$ cat config.mk
export PLATFORM = sky130hd
export DESIGN_NAME = extremity_switches_conditioner
export DESIGN_NICKNAME = d
export VERILOG_FILES = /design/src/rtl/extremity_switches_conditioner.sv
export SDC_FILE = /design/constraint.sdc
export NUM_CORES = 2
export LEC_CHECK = 0
export CAP_MARGIN = 40
export CORE_MARGIN = 2
export CORE_UTILIZATION = 55
export CTS_BUF_LIST = sky130_fd_sc_hd__clkbuf_16
export DETAILED_ROUTE_END_ITERATION = 10
export PLACE_DENSITY = 0.76
export SETUP_SLACK_MARGIN = 0.3
export SLEW_MARGIN = 20
export SYNTH_ARGS = -nofsm -noshare
export SYNTH_HDL_FRONTEND = slang
export SYNTH_SLANG_ARGS = --single-unit
export TNS_END_PERCENT = 100
$ cat constraint.sdc
create_clock -name ClkRs_ix -period 3.8 [get_ports ClkRs_ix]
set_clock_uncertainty 0.15 [all_clocks]
set_input_delay 0.76 -clock ClkRs_ix [delete_from_list [all_inputs] [get_ports ClkRs_ix]]
set_output_delay 0.76 -clock ClkRs_ix [all_outputs]
set_load 0.01 [all_outputs]
$ cat src/rtl/extremity_switches_conditioner.sv
// Multi-channel extremity switch conditioner: per switch a 2-FF synchroniser,
// a debouncer and a polarity correction, then a per-channel map onto four
// front-panel LEDs. Also generates the shared blink signal.
//
// Ports:
//   ClkRs_ix          clock/reset bundle (clk, asynchronous active-high reset)
//   rawswitches_i     raw asynchronous switches, [channel][switch]
//   switchesconfig_i  per-switch Polarity and per-LED-side selection code
//   latch_clear_i     per-channel clear of the latched reached flags
//   switches_o        debounced, polarity-corrected switch states
//   reached_o         latched reached flags (0 unless the latch is built)
//   blinker_o         shared blink signal, period 2*BLINK_DIVIDER clocks
//   led_lg_o/led_lr_o left green/red LED drives per channel
//   led_rg_o/led_rr_o right green/red LED drives per channel
//
// Build option: define EXTREMITY_REACHED_LATCH_EN to build the reached-flag
// latch; otherwise reached_o is tied to 0 and latch_clear_i is ignored.

package extremity_switches_conditioner_pkg;
    typedef struct packed {
        logic clk;
        logic reset;
    } ckrs_t;

    typedef struct packed {
        logic       Polarity;
        logic [1:0] SelectedInputSwitches_b2;
    } switchstate_t;
endpackage

module extremity_switches_conditioner
    import extremity_switches_conditioner_pkg::*;
#(
    parameter int unsigned NUM_CHANNELS    = 16,
    parameter int unsigned DEBOUNCE_CYCLES = 250000,
    parameter int unsigned BLINK_DIVIDER   = 12500000
) (
    input  ckrs_t                              ClkRs_ix,
    input  logic         [NUM_CHANNELS-1:0][1:0] rawswitches_i,
    input  switchstate_t [NUM_CHANNELS-1:0][1:0] switchesconfig_i,
    input  logic         [NUM_CHANNELS-1:0]      latch_clear_i,
    output logic         [NUM_CHANNELS-1:0][1:0] switches_o,
    output logic         [NUM_CHANNELS-1:0][1:0] reached_o,
    output logic                                 blinker_o,
    output logic         [NUM_CHANNELS-1:0]      led_lg_o,
    output logic         [NUM_CHANNELS-1:0]      led_lr_o,
    output logic         [NUM_CHANNELS-1:0]      led_rg_o,
    output logic         [NUM_CHANNELS-1:0]      led_rr_o
);

    localparam int unsigned BLK_W = (BLINK_DIVIDER > 2) ? $clog2(BLINK_DIVIDER) : 1;

    logic clk;
    logic rst;
    assign clk = ClkRs_ix.clk;
    assign rst = ClkRs_ix.reset;

    logic [NUM_CHANNELS-1:0][1:0] sync1_q, sync2_q, stable_q;
    logic [NUM_CHANNELS-1:0][1:0] corr_c, switches_q;
    logic [NUM_CHANNELS-1:0]      lg_d, lr_d, rg_d, rr_d;
    logic [NUM_CHANNELS-1:0]      lg_q, lr_q, rg_q, rr_q;
    logic [BLK_W-1:0]             blk_cnt_q, blk_cnt_d;
    logic                         blinker_q, blinker_d;

    // Two-flop synchroniser on every raw input
    always_ff @(posedge clk or posedge rst) begin
        if (rst) begin
            sync1_q <= '0;
            sync2_q <= '0;
        end else begin
            sync1_q <= rawswitches_i;
            sync2_q <= sync1_q;
        end
    end

    // Per-switch debouncer
    for (genvar ch = 0; ch < NUM_CHANNELS; ch++) begin : g_ch
        for (genvar s = 0; s < 2; s++) begin : g_sw
            if (DEBOUNCE_CYCLES == 0) begin : g_bypass
                always_ff @(posedge clk or posedge rst) begin
                    if (rst) stable_q[ch][s] <= 1'b0;
                    else     stable_q[ch][s] <= sync2_q[ch][s];
                end
            end else begin : g_deb
                localparam int unsigned CNT_W = $clog2(DEBOUNCE_CYCLES + 1);
                logic [CNT_W-1:0] cnt_q, cnt_d;
                logic             stable_d;

                // A level is accepted only after D consecutive differing samples
                always_comb begin
                    cnt_d    = '0;
                    stable_d = stable_q[ch][s];
                    if (sync2_q[ch][s] == stable_q[ch][s]) begin
                        cnt_d = '0;
                    end else if (cnt_q == CNT_W'(DEBOUNCE_CYCLES - 1)) begin
                        stable_d = sync2_q[ch][s];
                        cnt_d    = '0;
                    end else begin
                        cnt_d = cnt_q + CNT_W'(1);
                    end
                end

                always_ff @(posedge clk or posedge rst) begin
                    if (rst) begin
                        cnt_q           <= '0;
                        stable_q[ch][s] <= 1'b0;
                    end else begin
                        cnt_q           <= cnt_d;
                        stable_q[ch][s] <= stable_d;
                    end
                end
            end
        end
    end

    // Blink generator: toggle every BLINK_DIVIDER clocks
    always_comb begin
        blk_cnt_d = blk_cnt_q + BLK_W'(1);
        blinker_d = blinker_q;
        if (blk_cnt_q == BLK_W'(BLINK_DIVIDER - 1)) begin
            blk_cnt_d = '0;
            blinker_d = ~blinker_q;
        end
    end

    // Polarity correction and LED selection; config acts without debouncing
    always_comb begin
        corr_c = '0;
        lg_d   = '0;
        lr_d   = '0;
        rg_d   = '0;
        rr_d   = '0;
        for (int ch = 0; ch < NUM_CHANNELS; ch++) begin
            for (int s = 0; s < 2; s++) begin
                corr_c[ch][s] = stable_q[ch][s] ^ switchesconfig_i[ch][s].Polarity;
            end
            case (switchesconfig_i[ch][1].SelectedInputSwitches_b2)
                2'b00: begin
                    lg_d[ch] = stable_q[ch][1];
                    lr_d[ch] = blinker_q;
                end
                2'b01: lg_d[ch] = corr_c[ch][0];
                2'b10: lg_d[ch] = corr_c[ch][1];
                default: begin
                    lg_d[ch] = corr_c[ch][0];
                    lr_d[ch] = corr_c[ch][1];
                end
            endcase
            case (switchesconfig_i[ch][0].SelectedInputSwitches_b2)
                2'b00: begin
                    rg_d[ch] = stable_q[ch][0];
                    rr_d[ch] = blinker_q;
                end
                2'b01: rg_d[ch] = corr_c[ch][0];
                2'b10: rg_d[ch] = corr_c[ch][1];
                default: begin
                    rg_d[ch] = corr_c[ch][0];
                    rr_d[ch] = corr_c[ch][1];
                end
            endcase
        end
    end

    always_ff @(posedge clk or posedge rst) begin
        if (rst) begin
            blk_cnt_q  <= '0;
            blinker_q  <= 1'b0;
            switches_q <= '0;
            lg_q       <= '0;
            lr_q       <= '0;
            rg_q       <= '0;
            rr_q       <= '0;
        end else begin
            blk_cnt_q  <= blk_cnt_d;
            blinker_q  <= blinker_d;
            switches_q <= corr_c;
            lg_q       <= lg_d;
            lr_q       <= lr_d;
            rg_q       <= rg_d;
            rr_q       <= rr_d;
        end
    end

`ifdef EXTREMITY_REACHED_LATCH_EN
    logic [NUM_CHANNELS-1:0][1:0] reached_q, reached_d;

    // Rising corrected level sets the flag; a set beats a coincident clear
    always_comb begin
        reached_d = '0;
        for (int ch = 0; ch < NUM_CHANNELS; ch++) begin
            reached_d[ch] = (latch_clear_i[ch] ? 2'b00 : reached_q[ch])
                          | (corr_c[ch] & ~switches_q[ch]);
        end
    end

    always_ff @(posedge clk or posedge rst) begin
        if (rst) reached_q <= '0;
        else     reached_q <= reached_d;
    end

    assign reached_o = reached_q;
`else
    logic unused_latch_clear;
    assign unused_latch_clear = ^latch_clear_i;
    assign reached_o          = '0;
`endif

    assign switches_o = switches_q;
    assign blinker_o  = blinker_q;
    assign led_lg_o   = lg_q;
    assign led_lr_o   = lr_q;
    assign led_rg_o   = rg_q;
    assign led_rr_o   = rr_q;

endmodule

==> impl_metrics.csv <==
group,metric,value,unit
place,place_inst,4743,
global_routing,grt_start_max_net_pins,34,
die,initial_core_util,0.5554,
critical_path,crit_type,"reg2out",
min_path,hold_class,"reg2reg",
die,design.core.area,0.06716,mm^2
sta,min_period_over_period,0.6958,
routing,routed_wl,104400,um
layout,fin_area,0.05370,mm^2
sta,maxSlewHeadroom,0.4324,
layout,syn_to_final_growth,43.95,%
synth,ys_warn_count,0,
critical_path,crit_arrival,1.73,ns
global_routing,grtUsageTotal,0.3066,
pwr,internal_power,24.17,mW
layout,fin_nets,5087,
routing,ant_nets,0,
critical_path,regToRegSetupSlack,1.36,ns
sta,fmax,0.3782,GHz
routing,viasPerCell,5.741,
sta,worst_pin_slew,0.8453,ns
sta,setup_violations,0,
critical_path,critPathMaxFanout,2,
layout,postLayoutCoreUtil,0.7995,
routing,avgRoutedWirePerCell,17.67,um
critical_path,cp-end-kind,"output port",
job,cap_violations,0,
pwr,p_switching,17.05,mW
layout,fill_cells,3662,
clock_network,hold_buffers,0,
layout,final_cell_mix,"839 x clkinvlp_4, 792 x dfrtp_1, 651 x nor2_1",
die,die_x,264.4,um
clock_network,post_cts_resized,0,
clock_network,worstSkewPairLatency,0.65,ns
place,place_area,0.04057,mm^2
place,io_buffer_count,225,
synth,netlist_area,0.03730,mm^2
sta,finalCriticalPeriod,2.644,ns
critical_path,crit_buf_inv,1,
global_routing,grt-ovfl-total,0,
layout,final_cell_count_no_fill,5909,
critical_path,crit_slowest_cell,"clkdlybuf4s50_1",
sta,holdWs,0.1905,ns
die,ios,275,
pwr,pwr-share-seq,0.208,
routing,drc,0,
run_status,status,"finished, final reports clean",
global_routing,grt_pass1_wl,175000,um
pwr,pwr-share-clk,0.773,
die,die_y,264.4,um
synth,ys_ff_latch,793,
routing,vias,33920,
synth,ys_types,44,
pwr,p_comb_frac,0.020,
synth,seq_area_frac_synth,0.5320,
sta,final_max_slew_viol_count,0,
place,dp_hpwl,47560,um
clock_network,cts_tree,"yes",
layout,final_common_cell,"clkinvlp_4",
routing,wl_met3,8409,um
routing,route.met2.wl,51530,um
pwr,p_per_area,767.7,mW/mm^2
pwr,power,41.22,mW
synth,synth_edf_count,0,
place,gp_congestion,0.8324,
critical_path,critPathMaxStageDelay,0.74,ns
routing,wl_met1,39750,um
clock_network,clk_pin_slew,0.06,ns
die,row_count,95,
routing,drtPass1Iterations,6,
critical_path,crit_path_cell_trace,"clkdlybuf4s50_1",
critical_path,cp_top_family,"buffers and inverters",
global_routing,antenna_found_initial,0,
die,die_area,0.06992,mm^2
global_routing,grt_pass1_vias,41160,
synth,async_reset_ff_frac,1.000,
sta,hold_viol,0,
layout,drive_above_1_share,0.2518,
critical_path,critPathLaunchType,"register",
critical_path,crit_required,2.89,ns
routing,drt_iter0_drc,2692,
synth,syn-mean-instance-area,10.15,um^2
synth,synth_top_flop_cell,"dfrtp_1",
pwr,switching_share,0.4137,
routing,dr.max_layer_used,"met4",
synth,netlist_instances,3675,
sta,fin_ws,1.156,ns
place,preCtsSetupSlack,-10.04,ns
sta,rsz0062_at_grt,"no",
pwr,power.leakage,19.67,nW
clock_network,cts_setup_buffers,0,
layout,antenna_cells,0,
sta,fin_tns_setup,0,ns
pwr,ir_drop,0.5493,mV
## Yosys cell counts (all sizes together), types with 15 or more instances
library cell / n / share of area
or2: 15 / 0.0025
o41ai: 30 / 0.019
nor4: 255 / 0.043
nand4: 186 / 0.033
nand3b: 18 / 0.0036
a21oi: 29 / 0.0039
clkbuf: 25 / 0.0025
inv: 112 / 0.011
nor3: 121 / 0.016
nand3: 212 / 0.028
nor2: 651 / 0.066
o21ai: 94 / 0.013
xor2: 168 / 0.039
nand2: 276 / 0.028
buf: 71 / 0.012
ha: 33 / 0.011
mux2: 32 / 0.0097
xnor2: 405 / 0.095
or3: 23 / 0.0039
nor4b: 18 / 0.0042
dfrtp: 793 / 0.53
or4: 23 / 0.0048
and4: 23 / 0.0054
## layout make-up
type | count | area (um^2) | share of cell area
Clock buffer | 244 | 6106 | 0.1137
Clock inverter | 920 | 7014 | 0.1306
Inverter | 111 | 416.7 | 0.007760
Multi-Input combinational cell | 2705 | 16620 | 0.3095
Sequential cell | 793 | 19850 | 0.3696
Tap cell | 873 | 1092 | 0.02034
Timing Repair Buffer | 263 | 2604 | 0.04849
## sequential cells by signal, summed over array words and instances, names as in the netlist, 24 cells and up
signal and count:
blk_cnt_q 24, g_ch.g_sw.g_deb.cnt_q 576, stable_q 32, switches_o 32
sync1_q 32, sync2_q 32
## final timing paths
| kind | endpoint | cells past startpoint | from |
|---|---|---|---|
| worst max-delay path | blinker_o | 1 | blinker_o$_DFFE_PP0N_ |
| worst min-delay path | sync2_q[4]$_DFF_PP0_ | 0 | sync1_q[4]$_DFF_PP0_ |
| worst max register to register | g_ch[14].g_sw[1].g_deb.cnt_q[17]$_DFF_PP0_ | 6 | g_ch[14].g_sw[1].g_deb.cnt_q[0]$_DFF_PP0_ |
| worst min register to register | sync2_q[4]$_DFF_PP0_ | 0 | sync1_q[4]$_DFF_PP0_ |
| max in group asynchronous | g_ch[7].g_sw[1].g_deb.cnt_q[2]$_DFF_PP0_ | 4 | ClkRs_ix[0] |
| min in group asynchronous | g_ch[13].g_sw[0].g_deb.cnt_q[8]$_DFF_PP0_ | 4 | ClkRs_ix[0] |
## cells by family (layout without fill, tap and decap cells)
group / Yosys count / in the layout / share of synthesized area
flip-flops: 793 / 793 / 0.5320
AO/OA/AOI/OAI: 186 / 186 / 0.04267
buffers and inverters: 208 / 1538 / 0.02563
XOR/XNOR: 573 / 573 / 0.1345
adder cells (fa/ha/maj): 33 / 33 / 0.01107
AND/OR/NAND/NOR: 1841 / 1841 / 0.2422
other: 1 / 32 / 0.0001005
multiplexers: 40 / 40 / 0.01181
## layer usage
layer | vias up | global-route usage
met5 | - | 0.001386
met4 | 0 | 0.3125
met3 | 510 | 0.1634
met2 | 1674 | 0.4414
met1 | 16380 | 0.3097
li1 | 15360 | -
## worst reg2reg max path, cell delays in order (launching register included)
cell     delay, ns
dfrtp_1       0.40
ha_1          0.28
nand3_1       0.40
o41ai_2       0.52
buf_2         0.27
buf_4         0.22
a21oi_1       0.08
## power groups by stage
| stage | logic [mW] | clock network (mW) | registers (mW) |
|---|---|---|---|
| floorplan | 0.371 | 2.45 | 8.74 |
| global placement | 0.735 | 2.45 | 8.73 |
| detailed placement | 0.773 | 2.45 | 8.73 |
| CTS | 0.811 | 32.8 | 8.56 |
| global route | 0.884 | 34.4 | 8.56 |
| finish | 0.814 | 31.8 | 8.56 |
Power figures use the tool's default switching activity.
